[config.mk]
export PLATFORM = sky130hd
export DESIGN_NAME = lemming_world
export DESIGN_NICKNAME = d
export VERILOG_FILES = /design/src/rtl/lemmings_pkg.sv /design/src/rtl/lemming_world_terrain.sv /design/src/rtl/lemming_world.sv
export SDC_FILE = /design/constraint.sdc
export NUM_CORES = 1
export LEC_CHECK = 0
export CORE_MARGIN = 1
export CORE_UTILIZATION = 53
export CTS_CLUSTER_SIZE = 30
export DETAILED_ROUTE_END_ITERATION = 8
export PLACE_DENSITY = 0.89
export SKIP_CTS_REPAIR_TIMING = 1
export SYNTH_ARGS = -nofsm -noshare
export SYNTH_HDL_FRONTEND = slang
export SYNTH_HIERARCHICAL = 1
export SYNTH_SLANG_ARGS = --single-unit
[constraint.sdc]
create_clock -name clk -period 5.36 [get_ports clk]
set_input_delay 1.072 -clock clk [delete_from_list [all_inputs] [get_ports clk]]
set_output_delay 1.072 -clock clk [all_outputs]
set_load 0.02 [all_outputs]
[src/rtl/lemmings_pkg.sv]
// Shared constants and types for the lemming world environment model.
package lemmings_pkg;

  localparam int NCELLS_DEF      = 16;
  localparam int DIG_CYCLES_DEF  = 4;
  localparam int SPLAT_LIMIT_DEF = 20;

  localparam int LEM_POS_W = $clog2(NCELLS_DEF);
  // Wide enough for the saturating fall counter (0..31) and the 5-bit drop depth
  localparam int LEM_CNT_W = 5;

  typedef enum logic [0:0] {
    LVL_UPPER = 1'b0,
    LVL_FLOOR = 1'b1
  } level_t;

endpackage

[src/rtl/lemming_world_terrain.sv]
// Terrain and wall storage for the upper level, with single-bit ground removal
// and reads at the lemming column and its two neighbours.
module lemming_world_terrain #(
  parameter int NCELLS = 16,
  parameter int POS_W  = $clog2(NCELLS)
) (
  input  logic              clk,
  input  logic              areset,
  input  logic              load,
  input  logic [NCELLS-1:0] map_ground,
  input  logic [NCELLS-1:0] map_wall,
  input  logic              clr_en,
  input  logic [POS_W-1:0]  clr_idx,
  input  logic [POS_W-1:0]  rd_idx,
  output logic              ground_bit,
  output logic              wall_left,
  output logic              wall_right
);

  logic [NCELLS-1:0] terrain_q;
  logic [NCELLS-1:0] wall_q;

  // A reload replaces the whole map, so it wins over a dig completing that cycle
  always_ff @(posedge clk or posedge areset) begin
    if (areset) begin
      terrain_q <= '1;
      wall_q    <= '0;
    end else if (load) begin
      terrain_q <= map_ground;
      wall_q    <= map_wall;
    end else if (clr_en) begin
      terrain_q[clr_idx] <= 1'b0;
    end
  end

  assign ground_bit = terrain_q[rd_idx];
  assign wall_left  = (rd_idx != '0) ? wall_q[rd_idx - 1'b1] : 1'b0;
  assign wall_right = (int'(rd_idx) < NCELLS - 1) ? wall_q[rd_idx + 1'b1] : 1'b0;

endmodule

[src/rtl/lemming_world.sv]
// Environment model for the walking/falling/digging lemming: consumes the
// lemming's state indications and produces its ground, bump and dig stimulus.
module lemming_world
  import lemmings_pkg::*;
#(
  parameter int NCELLS      = NCELLS_DEF,
  parameter int DIG_CYCLES  = DIG_CYCLES_DEF,
  parameter int SPLAT_LIMIT = SPLAT_LIMIT_DEF
) (
  input  logic                       clk,
  input  logic                       areset,
  input  logic                       load,
  input  logic [NCELLS-1:0]          map_ground,
  input  logic [NCELLS-1:0]          map_wall,
  input  logic [$clog2(NCELLS)-1:0]  start_pos,
  input  logic [4:0]                 drop_depth,
  input  logic                       dig_cmd,
  input  logic                       walk_left,
  input  logic                       walk_right,
  input  logic                       aaah,
  input  logic                       digging,
  output logic                       ground,
  output logic                       bump_left,
  output logic                       bump_right,
  output logic                       dig,
  output logic [$clog2(NCELLS)-1:0]  pos,
  output logic                       level,
  output logic                       splat
);

  localparam int POS_W = $clog2(NCELLS);
  localparam logic [POS_W-1:0]     LAST_POS = POS_W'(NCELLS - 1);
  localparam logic [LEM_CNT_W-1:0] DIG_LAST = LEM_CNT_W'(DIG_CYCLES - 1);

  level_t               level_q, level_d;
  logic [POS_W-1:0]     pos_q, pos_d;
  logic [POS_W-1:0]     start_clamped;
  logic [LEM_CNT_W-1:0] fall_cnt, dig_cnt, depth_q;
  logic [LEM_CNT_W:0]   fall_next, eff_depth;
  logic                 land;
  logic                 dig_done;
  logic                 terrain_bit, wall_left, wall_right;
  logic                 dig_q, splat_q;

  lemming_world_terrain #(
    .NCELLS (NCELLS),
    .POS_W  (POS_W)
  ) u_terrain (
    .clk        (clk),
    .areset     (areset),
    .load       (load),
    .map_ground (map_ground),
    .map_wall   (map_wall),
    .clr_en     (dig_done),
    .clr_idx    (pos_q),
    .rd_idx     (pos_q),
    .ground_bit (terrain_bit),
    .wall_left  (wall_left),
    .wall_right (wall_right)
  );

  // Only a non-power-of-two column count leaves start_pos codes to clamp
  generate
    if ((1 << POS_W) > NCELLS) begin : g_clamp
      assign start_clamped = (int'(start_pos) > NCELLS - 1) ? LAST_POS : start_pos;
    end else begin : g_noclamp
      assign start_clamped = start_pos;
    end
  endgenerate

  assign level      = (level_q == LVL_FLOOR);
  assign ground     = level ? 1'b1 : terrain_bit;
  assign bump_left  = (pos_q == '0) || (!level && wall_left);
  assign bump_right = (pos_q == LAST_POS) || (!level && wall_right);
  assign pos        = pos_q;
  assign dig        = dig_q;
  assign splat      = splat_q;

  assign fall_next = {1'b0, fall_cnt} + 1'b1;
  assign eff_depth = (depth_q == '0) ? (LEM_CNT_W+1)'(1) : {1'b0, depth_q};
  assign dig_done  = !load && digging && !level && (dig_cnt == DIG_LAST);

  always_comb begin
    level_d = level_q;
    land    = 1'b0;
    case (level_q)
      LVL_UPPER: begin
        if (aaah && (fall_next == eff_depth)) begin
          level_d = LVL_FLOOR;
          land    = 1'b1;
        end
      end
      LVL_FLOOR: level_d = LVL_FLOOR;
      default:   level_d = LVL_UPPER;
    endcase
    if (load) begin
      level_d = LVL_UPPER;
      land    = 1'b0;
    end
  end

  // Falling or digging pins the lemming; walking needs footing and a free side
  always_comb begin
    pos_d = pos_q;
    if (load) begin
      pos_d = start_clamped;
    end else if (!aaah && !digging) begin
      if (walk_left && ground && !bump_left) begin
        pos_d = pos_q - 1'b1;
      end else if (walk_right && ground && !bump_right) begin
        pos_d = pos_q + 1'b1;
      end
    end
  end

  always_ff @(posedge clk or posedge areset) begin
    if (areset) begin
      level_q <= LVL_UPPER;
      pos_q   <= '0;
      dig_q   <= 1'b0;
    end else begin
      level_q <= level_d;
      pos_q   <= pos_d;
      dig_q   <= dig_cmd;
    end
  end

  always_ff @(posedge clk or posedge areset) begin
    if (areset) begin
      fall_cnt <= '0;
      dig_cnt  <= '0;
      depth_q  <= LEM_CNT_W'(1);
      splat_q  <= 1'b0;
    end else if (load) begin
      fall_cnt <= '0;
      dig_cnt  <= '0;
      depth_q  <= drop_depth;
      splat_q  <= 1'b0;
    end else begin
      if (!aaah) begin
        fall_cnt <= '0;
      end else if (!level) begin
        fall_cnt <= (fall_cnt == '1) ? fall_cnt : fall_next[LEM_CNT_W-1:0];
      end
      if (land && (int'(fall_next) > SPLAT_LIMIT)) begin
        splat_q <= 1'b1;
      end
      // Bedrock on the floor: the dig counter never runs there
      if (!digging || level) begin
        dig_cnt <= '0;
      end else if (dig_cnt == DIG_LAST) begin
        dig_cnt <= '0;
      end else begin
        dig_cnt <= dig_cnt + 1'b1;
      end
    end
  end

endmodule

==> flow_summary.yaml <==
global_routing:
  grt_max_degree: 47
  grt_pass1_wl_um: 11900
  grt_pass1_vias: 2539
  grt_use_total_pct: 23.8
  grt_antenna_before_repair: 0
  grt_remaining_overflow: 0
place:
  io_buffers: 58
  gp_congestion: 0.827
  place_hpwl_um: 5080
  place_ws_ns: 1.10
  dpl_cell_area_um2: 3830
critical_path:
  path_class: "reg -> out"
  critical_path_arrival_ns: 3.55
  critPathLaunchType: "register"
  crit_top_cell: "mux2i_1"
  critPathMaxStageDelay_ns: 0.57
  crit_path_max_fanout: 8
  cp.required_ns: 4.29
  end_kind: "output pin"
  crit_chain: "inv_1, ha_1, mux4_2, mux2i_1, mux2i_1, a211o_1, nor2b_2, or2_2, clkdlybuf4s50_1"
  critPathSlowestCell: "mux4_2"
synth:
  syn-cell-area_um2: 3240
  synth.avg_cell_area_um2: 10.7
  ys_ff_latch: 54
  synth_top_area_share_pct: 28.6
  yosys_warnings: 6
  ys_seq_area_share_pct: 42.4
  synthesis.nets: 363
  synthTopCellsByArea: "dfrtp_1 (29%), dfstp_2 (14%), mux2_2 (7.3%), mux4_2 (7.0%), o21ai_0 (6.8%)"
  postSynthCellCount: 304
  ys_types: 44
  yosys.area.top_type: "dfrtp_1"
cells_and_area:
  seq_area_um2: 1370
  mostFrequentLayoutCell: "clkdlybuf4s50_1"
  diodes: 0
  final_cell_mix: "clkdlybuf4s50_1 (57), o21ai_0 (44), dfrtp_1 (37)"
  area_growth_pct: 21.5
  layout.nets: 417
  nFillCells: 450
  multi_input_area_um2: 1710
  drive_gt1_share_pct: 18.9
  postLayoutCellArea_um2: 3930
timing:
  tns_ns: 0
  skew_ns: 0.00578
  whs_ns: 0.487
  hold_violations: 0
  layout_setup_ws_ns: 0.738
  rsz0062_at_grt: "false"
  finalCriticalPeriod_ns: 4.62
  finalCritPeriodShare_pct: 86.2
  worstMarginPinSlew_ns: 0.813
  slew_viol_final: 0
  fmax_mhz: 216
  max_slew_margin_pct: 45.8
  setup_violations: 0
floorplan:
  io_pins: 59
  rows: 28
  die_w_um: 80.2
  dieArea_um2: 6430
  start_util_pct: 54.7
  coreArea_um2: 5920
  die_y_um: 80.2
detailed_routing:
  vias_per_cell: 5.83
  vias: 2532
  wirelength_um: 6970
  ant_nets: 0
  avgRoutedWirePerCell_um: 16.1
  drc: 1
  drtIter0Drc: 177
  first_pass_iters: 7
clock_network:
  tritoncts.num_buffers: 5
  clock_sink_count: 54
  path_clk_slew_ns: 0.09
  cts_tree: "done"
  clk_latency_ns: 0.30
  htreeDepth: 2
  clock_path_buffers: 2
  clockRootBuffer: "clkbuf_8"
pwr:
  ir_drop_uv: 378
  p_per_area_nw_per_um2: 411
  p_leak_uw: 0.00162
  power.total_uw: 1620
worst_hold_path:
  hp-class: "reg -> reg"
flow_run:
  cap_violations: 0
status:
  violations: "design-rule violations"
  status: "finished, violations left"
==> cell families after synthesis <==
| group | after synthesis | synth area share, % |
|---|---|---|
| and+or+nand+nor | 88 | 13.2 |
| AOI/OAI and AO/OA | 65 | 11.2 |
| DFF | 54 | 42.4 |
| muxes | 45 | 20.2 |
| buffers and inverters | 27 | 4.75 |
| xor gates and xnor gates | 15 | 4.06 |
| adders and majority gates | 10 | 4.10 |
==> final cells by class <==
type / count / area share [%]
Tap cell: 75 / 2.39
Clock buffer: 7 / 2.45
Timing Repair Buffer: 62 / 15.4
Sequential cell: 54 / 34.9
Multi-Input combinational cell: 223 / 43.5
Inverter: 12 / 1.15
Clock inverter: 1 / 0.223
==> registers in the layout, indices dropped and copies added (netlist names) <==
name and flops:
splat 1, fall_cnt 5, u_terrain/terrain_q 16, level 1
depth_q 5, dig 1, pos 4, dig_cnt 5
u_terrain/wall_q 16
==> power breakdown <==
part,internal [µW],switching (µW)
Sequential,458,73.3
Combinational,431,403
Clock,119,132
==> final timing paths <==
check,startpoint,to,slack (ns),cells after the start
min in group asynchronous,areset,u_terrain/wall_q[2]$_DFFE_PP0P_,1.19,3
worst min register to register,dig_cnt[0]$_DFF_PP0_,dig_cnt[0]$_DFF_PP0_,0.49,1
worst max register to register,pos[0]$_DFFE_PP0P_,pos[3]$_DFFE_PP0P_,1.08,15
max in group asynchronous,areset,pos[0]$_DFFE_PP0P_,3.60,2
worst min-delay path,dig_cnt[0]$_DFF_PP0_,dig_cnt[0]$_DFF_PP0_,0.49,1
worst max-delay path,pos[0]$_DFFE_PP0P_,bump_left,0.74,9
==> synthesized netlist by cell type <==
| cell type | n |
|---|---|
| nand3_1 | 6 |
| a211o_1 | 1 |
| a211oi_2 | 1 |
| nor2_1 | 16 |
| mux2i_1 | 10 |
| mux2_4 | 1 |
| a21oi_1 | 8 |
| nand3b_1 | 3 |
| dfstp_2 | 17 |
| nor2_2 | 1 |
| buf_6 | 4 |
| buf_2 | 2 |
| nand4b_1 | 1 |
| nand2b_1 | 6 |
| mux4_2 | 10 |
| clkbuf_8 | 2 |
| nor3b_1 | 2 |
| o211ai_1 | 1 |
| nor4_1 | 3 |
| nor2b_2 | 1 |
| or2_2 | 3 |
| dfrtp_1 | 37 |
| or3_1 | 2 |
| nand2_1 | 35 |
| a21o_1 | 2 |
| mux2_2 | 21 |
| ha_1 | 9 |
| o22ai_1 | 4 |
| o21ai_0 | 44 |
| o32a_1 | 1 |
| o31ai_1 | 1 |
| xor2_1 | 9 |
| o2111ai_1 | 1 |
| mux4_1 | 3 |
| and3_1 | 4 |
| nor2b_1 | 2 |
| clkbuf_1 | 7 |
| nand4_1 | 1 |
| inv_1 | 12 |
| fa_1 | 1 |
| xnor2_1 | 6 |
| nor4b_1 | 1 |
| o32ai_1 | 1 |
| nor3_1 | 1 |
==> stage by stage <==
stage,instances,utilization (%)
2_1_floorplan,304,-
3_3_place_gp,426,64.7
3_5_place_dp,426,64.7
4_1_cts,434,66.4
5_1_grt,434,66.4
6_report,434,66.4
==> routing by layer <==
metal | vias to the layer above | global-route usage, % | share of wire, %
met5 | - | 0 | 0
met4 | 0 | 6.96 | 0.96
met3 | 9 | 3.98 | 5.0
met2 | 86 | 38.9 | 51
met1 | 1243 | 32.6 | 43
li1 | 1194 | - | -
==> worst max-delay path, delay by kind of cell, from the launching register on <==
family / cells / cell delay, ns
AO/OA/AOI/OAI: 1 / 0.31
adder cells (fa/ha/maj): 1 / 0.54
buffers and inverters: 2 / 0.62
flip-flops: 1 / 0.37
multiplexers: 3 / 0.94
AND/OR/NAND/NOR: 2 / 0.45
Power figures use the tool's default switching activity.
